`config.mk`:
```
export PLATFORM = sky130hd
export DESIGN_NAME = mips16_lsu
export DESIGN_NICKNAME = d
export VERILOG_FILES = /design/src/rtl/mips16_lsu_pkg.sv /design/src/rtl/lsu_store_buffer.sv /design/src/rtl/mips16_lsu.sv
export SDC_FILE = /design/constraint.sdc
export NUM_CORES = 1
export LEC_CHECK = 0
export ABC_AREA = 1
export BUFFER_PORTS_ARGS = -buffer_cell sky130_fd_sc_hd__buf_2
export CORE_MARGIN = 8
export CORE_UTILIZATION = 57
export DETAILED_ROUTE_END_ITERATION = 10
export PLACE_DENSITY = 0.79
export SLEW_MARGIN = 20
export SYNTH_ARGS = -nofsm -noshare
export SYNTH_HDL_FRONTEND = slang
export SYNTH_SLANG_ARGS = --single-unit
```
`constraint.sdc`:
```
create_clock -name clk -period 3.4 [get_ports clk]
set_input_delay 0.34 -clock clk [delete_from_list [all_inputs] [get_ports clk]]
set_output_delay 0.34 -clock clk [all_outputs]
set_load 0.01 [all_outputs]
```
`src/rtl/mips16_lsu_pkg.sv`:
```
//------------------------------------------------------------------------------
// Module   : mips16_lsu_pkg
// Brief    : Shared FSM states, default sizes and write-buffer entry type.
// Revision : 1.0 - initial release
//------------------------------------------------------------------------------
`default_nettype none

package mips16_lsu_pkg;

  localparam int unsigned LSU_AW       = 16;
  localparam int unsigned LSU_DW       = 16;
  localparam int unsigned LSU_WB_DEPTH = 4;

  typedef enum logic [1:0] {
    ST_IDLE    = 2'd0,
    ST_WR      = 2'd1,
    ST_RD      = 2'd2,
    ST_RD_DONE = 2'd3
  } lsu_state_e;

  typedef struct packed {
    logic [LSU_AW-1:0] addr;
    logic [LSU_DW-1:0] data;
  } wb_entry_t;

endpackage

`default_nettype wire

```
`src/rtl/lsu_store_buffer.sv`:
```
//------------------------------------------------------------------------------
// Module   : lsu_store_buffer
// Brief    : Posted-store FIFO of {addr, data}; youngest-match lookup port
//            present only when LSU_STORE_FWD_EN is defined.
// Revision : 1.0 - initial release
//------------------------------------------------------------------------------
`default_nettype none

module lsu_store_buffer
  import mips16_lsu_pkg::*;
#(
  parameter int unsigned AW    = LSU_AW,
  parameter int unsigned DW    = LSU_DW,
  parameter int unsigned DEPTH = LSU_WB_DEPTH
) (
  input  logic                     clk,
  input  logic                     reset_n,
  input  logic                     push_i,
  input  logic [AW-1:0]            push_addr_i,
  input  logic [DW-1:0]            push_data_i,
  input  logic                     pop_i,
  output logic                     full_o,
  output logic                     empty_o,
  output logic [$clog2(DEPTH):0]   count_o,
  output logic [AW-1:0]            head_addr_o,
  output logic [DW-1:0]            head_data_o
`ifdef LSU_STORE_FWD_EN
  ,
  input  logic [AW-1:0]            lookup_addr_i,
  output logic                     lookup_hit_o,
  output logic [DW-1:0]            lookup_data_o
`endif
);

  localparam int unsigned PW = $clog2(DEPTH);
  localparam logic [PW:0] DEPTH_CNT = DEPTH[PW:0];

  logic [AW-1:0] addr_q [DEPTH];
  logic [DW-1:0] data_q [DEPTH];
  logic [PW-1:0] rd_ptr_q;
  logic [PW-1:0] wr_ptr_q;
  logic [PW:0]   count_q;

  // Storage carries no reset; validity is tracked by the pointers alone.
  always_ff @(posedge clk) begin
    if (push_i) begin
      addr_q[wr_ptr_q] <= push_addr_i;
      data_q[wr_ptr_q] <= push_data_i;
    end
  end

  always_ff @(posedge clk or negedge reset_n) begin
    if (!reset_n) begin
      rd_ptr_q <= '0;
      wr_ptr_q <= '0;
      count_q  <= '0;
    end else begin
      if (push_i) wr_ptr_q <= wr_ptr_q + 1'b1;
      if (pop_i)  rd_ptr_q <= rd_ptr_q + 1'b1;
      case ({push_i, pop_i})
        2'b10:   count_q <= count_q + 1'b1;
        2'b01:   count_q <= count_q - 1'b1;
        default: ;
      endcase
    end
  end

  assign full_o      = (count_q == DEPTH_CNT);
  assign empty_o     = (count_q == '0);
  assign count_o     = count_q;
  assign head_addr_o = addr_q[rd_ptr_q];
  assign head_data_o = data_q[rd_ptr_q];

`ifdef LSU_STORE_FWD_EN
  logic [PW-1:0] idx;

  // Walk oldest to youngest so a later match overrides an earlier one.
  always_comb begin
    lookup_hit_o  = 1'b0;
    lookup_data_o = '0;
    idx           = '0;
    for (int unsigned i = 0; i < DEPTH; i++) begin
      idx = rd_ptr_q + i[PW-1:0];
      if ((i < 32'(count_q)) && (addr_q[idx] == lookup_addr_i)) begin
        lookup_hit_o  = 1'b1;
        lookup_data_o = data_q[idx];
      end
    end
  end
`endif

endmodule

`default_nettype wire

```
`src/rtl/mips16_lsu.sv`:
```
//------------------------------------------------------------------------------
// Module   : mips16_lsu
// Brief    : mips_16 load/store unit: posted stores, stalling loads, req/ready
//            memory port. Store-to-load forwarding when LSU_STORE_FWD_EN.
// Revision : 1.0 - initial release
//------------------------------------------------------------------------------
`default_nettype none

module mips16_lsu
  import mips16_lsu_pkg::*;
#(
  parameter int unsigned AW       = LSU_AW,
  parameter int unsigned DW       = LSU_DW,
  parameter int unsigned WB_DEPTH = LSU_WB_DEPTH
) (
  input  logic                        clk,
  input  logic                        reset_n,
  input  logic [AW-1:0]               cpu_addr,
  input  logic [DW-1:0]               cpu_wdata,
  input  logic                        cpu_read,
  input  logic                        cpu_write,
  output logic [DW-1:0]               cpu_rdata,
  output logic                        cpu_stall,
  output logic                        mem_req,
  output logic                        mem_we,
  output logic [AW-1:0]               mem_addr,
  output logic [DW-1:0]               mem_wdata,
  input  logic                        mem_ready,
  input  logic [DW-1:0]               mem_rdata,
  output logic [$clog2(WB_DEPTH):0]   wb_count
);

  lsu_state_e    state_q, state_d;
  logic          mem_req_q, mem_req_d;
  logic          mem_we_q, mem_we_d;
  logic [AW-1:0] mem_addr_q, mem_addr_d;
  logic [DW-1:0] mem_wdata_q, mem_wdata_d;
  logic [DW-1:0] rdata_q, rdata_d;

  logic          wb_full, wb_empty, wb_push, wb_pop;
  logic [AW-1:0] head_addr;
  logic [DW-1:0] head_data;
  logic          rd_req, fwd_hit, load_done;
  logic [DW-1:0] fwd_data;

  // A simultaneous read and write is handled as a store.
  assign rd_req  = cpu_read & ~cpu_write;
  assign wb_push = cpu_write & ~wb_full;

`ifdef LSU_STORE_FWD_EN
  logic lookup_hit;
`endif

  lsu_store_buffer #(
    .AW    (AW),
    .DW    (DW),
    .DEPTH (WB_DEPTH)
  ) u_store_buffer (
    .clk           (clk),
    .reset_n       (reset_n),
    .push_i        (wb_push),
    .push_addr_i   (cpu_addr),
    .push_data_i   (cpu_wdata),
    .pop_i         (wb_pop),
    .full_o        (wb_full),
    .empty_o       (wb_empty),
    .count_o       (wb_count),
    .head_addr_o   (head_addr),
    .head_data_o   (head_data)
`ifdef LSU_STORE_FWD_EN
    ,
    .lookup_addr_i (cpu_addr),
    .lookup_hit_o  (lookup_hit),
    .lookup_data_o (fwd_data)
`endif
  );

`ifdef LSU_STORE_FWD_EN
  assign fwd_hit = rd_req & lookup_hit;
`else
  assign fwd_hit  = 1'b0;
  assign fwd_data = '0;
`endif

  always_comb begin
    state_d     = state_q;
    mem_req_d   = mem_req_q;
    mem_we_d    = mem_we_q;
    mem_addr_d  = mem_addr_q;
    mem_wdata_d = mem_wdata_q;
    rdata_d     = rdata_q;
    wb_pop      = 1'b0;
    case (state_q)
      ST_IDLE: begin
        // Draining stores first keeps a later load behind earlier stores.
        if (!wb_empty) begin
          state_d     = ST_WR;
          mem_req_d   = 1'b1;
          mem_we_d    = 1'b1;
          mem_addr_d  = head_addr;
          mem_wdata_d = head_data;
        end else if (rd_req && !fwd_hit) begin
          state_d    = ST_RD;
          mem_req_d  = 1'b1;
          mem_we_d   = 1'b0;
          mem_addr_d = cpu_addr;
        end
      end
      ST_WR: begin
        if (mem_ready) begin
          wb_pop    = 1'b1;
          mem_req_d = 1'b0;
          state_d   = ST_IDLE;
        end
      end
      ST_RD: begin
        if (mem_ready) begin
          rdata_d   = mem_rdata;
          mem_req_d = 1'b0;
          state_d   = ST_RD_DONE;
        end
      end
      ST_RD_DONE: state_d = ST_IDLE;
      default:    state_d = ST_IDLE;
    endcase
  end

  always_ff @(posedge clk or negedge reset_n) begin
    if (!reset_n) begin
      state_q     <= ST_IDLE;
      mem_req_q   <= 1'b0;
      mem_we_q    <= 1'b0;
      mem_addr_q  <= '0;
      mem_wdata_q <= '0;
      rdata_q     <= '0;
    end else begin
      state_q     <= state_d;
      mem_req_q   <= mem_req_d;
      mem_we_q    <= mem_we_d;
      mem_addr_q  <= mem_addr_d;
      mem_wdata_q <= mem_wdata_d;
      rdata_q     <= rdata_d;
    end
  end

  assign load_done = (state_q == ST_RD_DONE) | fwd_hit;
  assign cpu_stall = (cpu_write & wb_full) | (rd_req & ~load_done);
  assign cpu_rdata = (state_q == ST_RD_DONE) ? rdata_q :
                     fwd_hit                 ? fwd_data : rdata_q;

  assign mem_req   = mem_req_q;
  assign mem_we    = mem_we_q;
  assign mem_addr  = mem_addr_q;
  assign mem_wdata = mem_wdata_q;

endmodule

`default_nettype wire

```
# [Word-level counts from Yosys, hierarchy flattened]
# Memories as Yosys holds them, arrays and structs flattened. A register that Yosys moved wholly into a read port is not among the register bits.
# Cells that the tools add are included.
[totals] register_bits=43 ramBits=128 in_bits=53 output_inout_bits=54 elab_cells=63 mem_count=2
[memory_table] name="u_store_buffer.addr_q" words=4 word_bits=16 rd=1 rd_clocked_by_memory_dff=0 wr=1 line_no="lsu_store_buffer.sv:38" rtl="logic [AW-1:0] addr_q [DEPTH];"
[memory_table] name="u_store_buffer.data_q" words=4 word_bits=16 rd=1 rd_clocked_by_memory_dff=1 wr=1 line_no="lsu_store_buffer.sv:39" rtl="logic [DW-1:0] data_q [DEPTH];"
[op_classes] add_sub_neg=4 eq_ne=11 muxes=18 bitwise_logic=9 n_reduce_logical=11
[ops] operator="16-bit two-way mux" n=2
[ops] operator="1-bit two-way mux" n=9
[ops] operator="2-bit two-way mux" n=4
[ops] operator="2-bit one-hot mux with 4 select lines" n=1
[ops] operator="2-bit equality test (second input constant)" n=3
[ops] operator="3-bit one-hot mux with 2 select lines" n=1
[ops] operator="2-bit AND reduction" n=3
[ops] operator="3-bit AND reduction" n=2
[ops] operator="2-bit by 1-bit adder with 2-bit output (second input constant)" n=2
[ops] operator="1-bit bitwise AND" n=4
[ops] operator="2-bit by 1-bit equality test with 1-bit output (second input constant)" n=2
[ops] operator="2-bit by 1-bit != test with 1-bit output (second input constant)" n=2
[ops] operator="2-bit != test (second input constant)" n=2
[ops] operator="1-bit NOT" n=4
[ops] operator="2-bit nonzero test" n=2
[ops] operator="3-bit by 1-bit adder with 3-bit output (second input constant)" n=1
[ops] operator="3-bit equality test (second input constant)" n=1
[ops] operator="3-bit logical NOT" n=1
[ops] operator="3-bit != test (second input constant)" n=1
[ops] operator="3-bit by 1-bit subtractor with 3-bit output (second input constant)" n=1
[ops] operator="2-bit logical NOT" n=1
[ops] operator="1-bit one-hot mux with 2 select lines" n=1
[ops] operator="2-bit OR reduction" n=1
[ops] operator="1-bit logical NOT" n=1
[ops] operator="1-bit bitwise OR" n=1

# [Logic depth before layout (Yosys ltp)]
[depth] depth_word=5 ltp_mapped=10

# [Modules after synthesis]
# A second synthesis with hierarchy kept.
[unflattened] hier_cells=726 hier_area_um2=7891.3
[by_module_without_submodules] mod="lsu_store_buffer" instances=1 cells_each=422 area_per_inst_um2=5456.5
[by_module_without_submodules] mod="mips16_lsu" instances=1 cells_each=304 area_per_inst_um2=2434.8

# [Worst setup path before layout]
# OpenSTA, ideal clock, no wires.
[synth_path] path_type="register to register" from="reg u_store_buffer.count_q[0] (netlist: u_store_buffer.count_o[0])" to="mem u_store_buffer.addr_q[0][0] in the netlist's numbering, enable pin" setup_time_ps=421 arrival_ps=2097 t_required_ps=2979 slack_ps=882 stages_incl_launch_ff=5 n_path_buf=0 path_cell_list="dfrtp_1 nor2_4 nand2_1 nand2_2 nor2_1"
[synth_between] elab_chain_len=5
[synth_lines] item="start: declaration" line_no="lsu_store_buffer.sv:42" rtl="logic [PW:0] count_q;"
[synth_lines] item="start signal: assignment" line_no="lsu_store_buffer.sv:61" rtl="2'b10: count_q <= count_q + 1'b1;"
[synth_lines] item="start signal: assignment" line_no="lsu_store_buffer.sv:62" rtl="2'b01: count_q <= count_q - 1'b1;"
[synth_lines] item="3-bit equality test" line_no="lsu_store_buffer.sv:68" rtl="assign full_o = (count_q == DEPTH_CNT);"
[synth_lines] item="1-bit NOT" line_no="mips16_lsu.sv:48" rtl="assign wb_push = cpu_write & ~wb_full;"
[synth_lines] item="1-bit bitwise AND" line_no="mips16_lsu.sv:48"
[synth_lines] item="1-bit two-way mux" line_no="lsu_store_buffer.sv:46" rtl="if (push_i) begin"
[synth_lines] item="1-bit two-way mux (implied by the code)" line_no="lsu_store_buffer.sv:47" rtl="addr_q[wr_ptr_q] <= push_addr_i;"
[synth_lines] item="end: declaration" line_no="lsu_store_buffer.sv:38"
# Every way passes these cells.

# [Worst setup path in the final report]
[layout_path] from="reg u_store_buffer.count_q[1] (netlist: u_store_buffer.count_o[1])" to="reg u_store_buffer.count_q[2] (netlist: u_store_buffer.count_o[2])"
[layout_between] elab_chain_len=5 word_cells_on_any_way=9 classes_between="add/sub (2); eq/ne (3); mux (1); bitwise (2); reduce/logical (1)"
[layout_lines] item="3-bit equality test" line_no="lsu_store_buffer.sv:68"
[layout_lines] item="1-bit NOT" line_no="mips16_lsu.sv:48"
[layout_lines] item="1-bit bitwise AND" line_no="mips16_lsu.sv:48"
[layout_lines] item="2-bit by 1-bit equality test with 1-bit output or 2-bit equality test (tied branches)" line_no="lsu_store_buffer.sv:60" rtl="case ({push_i, pop_i})"
[layout_lines] item="3-bit one-hot mux with 2 select lines or 2-bit nonzero test (tied branches)"
# Several ways; a longest one is shown, not always the timed one.
# A chain may end at the register's enable or synchronous reset.

==> impl_metrics.prom <==
# TYPE chip_impl_metric gauge
chip_impl_metric{name="top_level_ports",unit=""} 107
chip_impl_metric{name="synth_fa_ha_area_share",unit="%"} 1.89
chip_impl_metric{name="start_util",unit="%"} 58.1
chip_impl_metric{name="timing.final.crit_period",unit="ns"} 2.27
chip_impl_info{name="cp-end-kind",value="flop"} 1
chip_impl_metric{name="first_pass_iters",unit=""} 7
chip_impl_metric{name="cts-htree-levels",unit=""} 4
chip_impl_metric{name="synth.cell_area",unit="um^2"} 7660
chip_impl_info{name="cts.root.buffer_cell",value="sky130_fd_sc_hd__clkbuf_16"} 1
chip_impl_metric{name="synth-warning-count",unit=""} 0
chip_impl_metric{name="antenna_left",unit=""} 0
chip_impl_metric{name="synthDominantCellAreaShare",unit="%"} 50.1
chip_impl_metric{name="synth_mux_area_share",unit="%"} 2.35
chip_impl_metric{name="synth-compound-area-share",unit="%"} 2.63
chip_impl_metric{name="number_of_antenna_violations_at_the_first_check_in_global_routing",unit=""} 0
chip_impl_metric{name="timing.final.crit_share",unit="%"} 66.8
chip_impl_metric{name="initialDrtViolationCount",unit=""} 452
chip_impl_metric{name="die-area",unit="um^2"} 17400
chip_impl_info{name="synth_top_family_by_area",value="simple AND/OR/NAND/NOR gates"} 1
chip_impl_metric{name="worst_hold_slack",unit="ns"} 0.0279
chip_impl_metric{name="synthSimpleGateAreaFrac",unit="%"} 19.4
chip_impl_metric{name="cts_resized",unit=""} 0
chip_impl_metric{name="critical_path_peak_fanout",unit=""} 8
chip_impl_metric{name="vdd_drop_max",unit="mV"} 1.01
chip_impl_metric{name="post_drt_via_cell_ratio",unit=""} 5.33
chip_impl_metric{name="cp.arrival",unit="ns"} 2.57
chip_impl_metric{name="wirelength",unit="mm"} 16.2
chip_impl_metric{name="synth-seq-area-share",unit="%"} 69.4
chip_impl_info{name="critical_path.startpoint_type",value="flop"} 1
chip_impl_metric{name="groute.usage.overall",unit="%"} 19.0
chip_impl_metric{name="dieWidth",unit="um"} 132
chip_impl_metric{name="grt_first_pass_wirelength",unit="mm"} 26.4
chip_impl_metric{name="post_cts_hold_buffers",unit=""} 0
chip_impl_info{name="post_synth_main_area_contributors",value="sky130_fd_sc_hd__edfxtp_1, sky130_fd_sc_hd__dfrtp_1, sky130_fd_sc_hd__nand2_1"} 1
chip_impl_metric{name="synthesis.nets",unit=""} 744
chip_impl_metric{name="area_growth",unit="%"} 15.4
chip_impl_info{name="run_status",value="finished, final reports clean"} 1
chip_impl_metric{name="timing.slew.headroom",unit="%"} 26.5
chip_impl_metric{name="global_route.overflow_total",unit=""} 0
chip_impl_metric{name="core",unit="um^2"} 13200
chip_impl_metric{name="register_clock_pin_slew_on_the_reported_worst_setup_and_hold_paths",unit="ns"} 0.06
chip_impl_metric{name="drc",unit=""} 0
chip_impl_metric{name="cts_made_buffers",unit=""} 17
chip_impl_metric{name="grt_max_degree",unit=""} 66
chip_impl_metric{name="finalSetupTns",unit="ns"} 0
chip_impl_metric{name="dp_hpwl",unit="mm"} 9.78
chip_impl_metric{name="routed-via-count",unit=""} 5152
chip_impl_metric{name="floorplan.rows",unit=""} 42
chip_impl_metric{name="yosys.cell_types.count",unit=""} 28
chip_impl_metric{name="totalPowerFinal",unit="uW"} 8600
chip_impl_metric{name="synthesis.area_per_instance",unit="um^2"} 11.3
chip_impl_info{name="path_class",value="reg2reg"} 1
chip_impl_metric{name="power-per-cell-area",unit="nW/um^2"} 972
chip_impl_metric{name="postCtsSetupBuffers",unit=""} 0
chip_impl_metric{name="synth_seq_cells",unit=""} 187
chip_impl_metric{name="netlist_instances",unit=""} 680
chip_impl_metric{name="final_max_slew_viol_count",unit=""} 0
chip_impl_metric{name="worst_clock_skew",unit="ns"} 0.00774
chip_impl_metric{name="final_core_utilization",unit="%"} 67.1
chip_impl_info{name="synthDominantAreaCellType",value="sky130_fd_sc_hd__edfxtp_1"} 1
chip_impl_info{name="cts_tree",value="done"} 1
chip_impl_metric{name="max_clock_freq",unit="MHz"} 440
chip_impl_metric{name="worstSkewPairLatency",unit="ns"} 0.42
chip_impl_metric{name="setup_viol",unit=""} 0
chip_impl_metric{name="vias_in_the_first_global_route",unit=""} 5297
chip_impl_metric{name="max_slew.worst_pin.slew",unit="ns"} 1.10
chip_impl_metric{name="maxCapViolations",unit=""} 0
chip_impl_metric{name="gpl.final_weighted_congestion",unit=""} 0.813
chip_impl_info{name="unrepaired_setup_endpoints_after_global_routing",value="no"} 1
chip_impl_metric{name="worst_ep_required_time",unit="ns"} 3.69
chip_impl_metric{name="finalHoldViolCount",unit=""} 0
chip_impl_metric{name="post_drt_wl_per_cell",unit="um"} 16.8
chip_impl_metric{name="leakage",unit="uW"} 0.00389
chip_impl_metric{name="drive_above_1_share",unit="%"} 21.9
chip_impl_metric{name="die_height",unit="um"} 132
chip_impl_metric{name="clk_path_buf_depth",unit=""} 2
chip_impl_metric{name="cts_sinks",unit=""} 187
chip_impl_metric{name="insertedDiodeCount",unit=""} 0
chip_impl_info{name="hp-class",value="in2async"} 1
chip_impl_metric{name="buffer_ports.inserted",unit=""} 106
chip_impl_metric{name="final_nets",unit=""} 842
chip_impl_metric{name="synth_xor_xnor_area_share",unit="%"} 0.457
Yosys cell counts:
master                       n
sky130_fd_sc_hd__nand2_1   225
sky130_fd_sc_hd__edfxtp_1  128
sky130_fd_sc_hd__nor2_1    104
sky130_fd_sc_hd__dfrtp_1    59
sky130_fd_sc_hd__nand3_1    34
sky130_fd_sc_hd__o21ai_1    24
sky130_fd_sc_hd__mux2_2     16
sky130_fd_sc_hd__buf_2      15
sky130_fd_sc_hd__inv_1      15
sky130_fd_sc_hd__o21ai_0    12
sky130_fd_sc_hd__buf_6      10
sky130_fd_sc_hd__ha_1       10
sky130_fd_sc_hd__buf_4       4
sky130_fd_sc_hd__a21oi_1     3
sky130_fd_sc_hd__inv_2       3
sky130_fd_sc_hd__nand2_2     3
sky130_fd_sc_hd__xor2_1      3
sky130_fd_sc_hd__nand2_4     2
sky130_fd_sc_hd__clkbuf_1    1
sky130_fd_sc_hd__fa_1        1
sky130_fd_sc_hd__inv_4       1
sky130_fd_sc_hd__nand3_2     1
sky130_fd_sc_hd__nand3b_1    1
sky130_fd_sc_hd__nand4_1     1
sky130_fd_sc_hd__nor2_2      1
sky130_fd_sc_hd__nor2_4      1
sky130_fd_sc_hd__o22ai_1     1
sky130_fd_sc_hd__xnor2_1     1
worst paths after layout:
kind,slack (ns),endpoint,cells after the start,start
hold / removal,0.03,cpu_rdata[13],1,reset_n
min in group clk,0.13,u_store_buffer.data_q[2][11],1,cpu_wdata[11]
hold reg to reg,0.47,mem_req,2,mem_req
setup / recovery,1.13,u_store_buffer.count_o[2],9,u_store_buffer.count_o[1]
max in group asynchronous,2.51,u_store_buffer.rd_ptr_q[0],2,reset_n
setup reg to reg,1.13,u_store_buffer.count_o[2],9,u_store_buffer.count_o[1]
layout by cell type (no fill, tap or decap), drive strengths merged:
| cell | synthesis | final |
|---|---|---|
| nand2 | 230 | 230 |
| edfxtp | 128 | 128 |
| buf | 29 | 109 |
| nor2 | 106 | 106 |
| dfrtp | 59 | 59 |
| o21ai | 36 | 36 |
| nand3 | 35 | 35 |
| inv | 19 | 20 |
| clkbuf | 1 | 17 |
| mux2 | 16 | 16 |
| ha | 10 | 10 |
| clkinv | 0 | 8 |
| a21oi | 3 | 3 |
| xor2 | 3 | 3 |
| bufinv | 0 | 3 |
| clkinvlp | 0 | 3 |
| o22ai | 1 | 1 |
| nand4 | 1 | 1 |
| nand3b | 1 | 1 |
| xnor2 | 1 | 1 |
| fa | 1 | 1 |
layer usage:
metal	part of all wire, %	vias to the layer above	global-route usage [%]
met1	40	2493	22.1
met2	51	186	32.2
met5	0	-	0
met4	1.6	0	7.72
li1	-	2446	-
met3	6.7	27	5.60
area by class of cell:
| class | instances | area (um^2) |
|---|---|---|
| tap | 176 | 220 |
| sequential | 187 | 5320 |
| inverter | 19 | 73.8 |
| clock buffer | 17 | 425 |
| timing repair buffer | 109 | 553 |
| multi-input combinational | 444 | 2080 |
| clock inverter | 15 | 175 |
| fill | 937 | 4340 |
where the power goes:
group	internal, uW	total [uW]	switching (uW)	leakage [uW]
Combinational	1040	3180	2140	0.00171
Clock	1160	1990	837	0.000287
Sequential	3160	3430	273	0.00189
Total	5350	8600	3250	0.00389
worst max-delay path: stages (launching register included):
cell and delay (ns):
sky130_fd_sc_hd__dfrtp_1 0.44, sky130_fd_sc_hd__nor2_4 0.20, sky130_fd_sc_hd__nand2_1 0.12, sky130_fd_sc_hd__nand2_2 0.26
sky130_fd_sc_hd__ha_1 0.21, sky130_fd_sc_hd__inv_1 0.07, sky130_fd_sc_hd__fa_1 0.39, sky130_fd_sc_hd__a21oi_1 0.16
sky130_fd_sc_hd__o21ai_0 0.13, sky130_fd_sc_hd__xor2_1 0.17
registers in the layout, summed over array words and instances (netlist names):
signal                   flops
mem_wdata                   16
u_store_buffer.count_o       3
u_store_buffer.addr_q       64
u_store_buffer.rd_ptr_q      2
mem_addr                    16
u_store_buffer.wr_ptr_q      2
u_store_buffer.data_q       64
cpu_rdata                   16
state_q                      2
mem_req                      1
mem_we                       1
cell families after synthesis:
| group | count (synthesis) |
|---|---|
| AO/OA/AOI/OAI | 40 |
| adder cells (fa/ha/maj) | 11 |
| flip-flops | 187 |
| buffers and inverters | 49 |
| AND/OR/NAND/NOR | 373 |
| multiplexers | 16 |
| XOR/XNOR | 4 |
per-stage QoR:
| step | worst slack [ns] | cells | instance area [um^2] |
|---|---|---|---|
| after CTS | 1.17 | 967 | 8850 |
| after floorplan | 0.882 | 680 | 7660 |
| after global routing | 1.02 | 967 | 8850 |
| after detailed placement | 1.19 | 935 | 8250 |
| after global placement | 1.29 | 935 | 8250 |
| final | 1.13 | 967 | 8850 |
No activity file was read; power rests on OpenSTA's default activity.
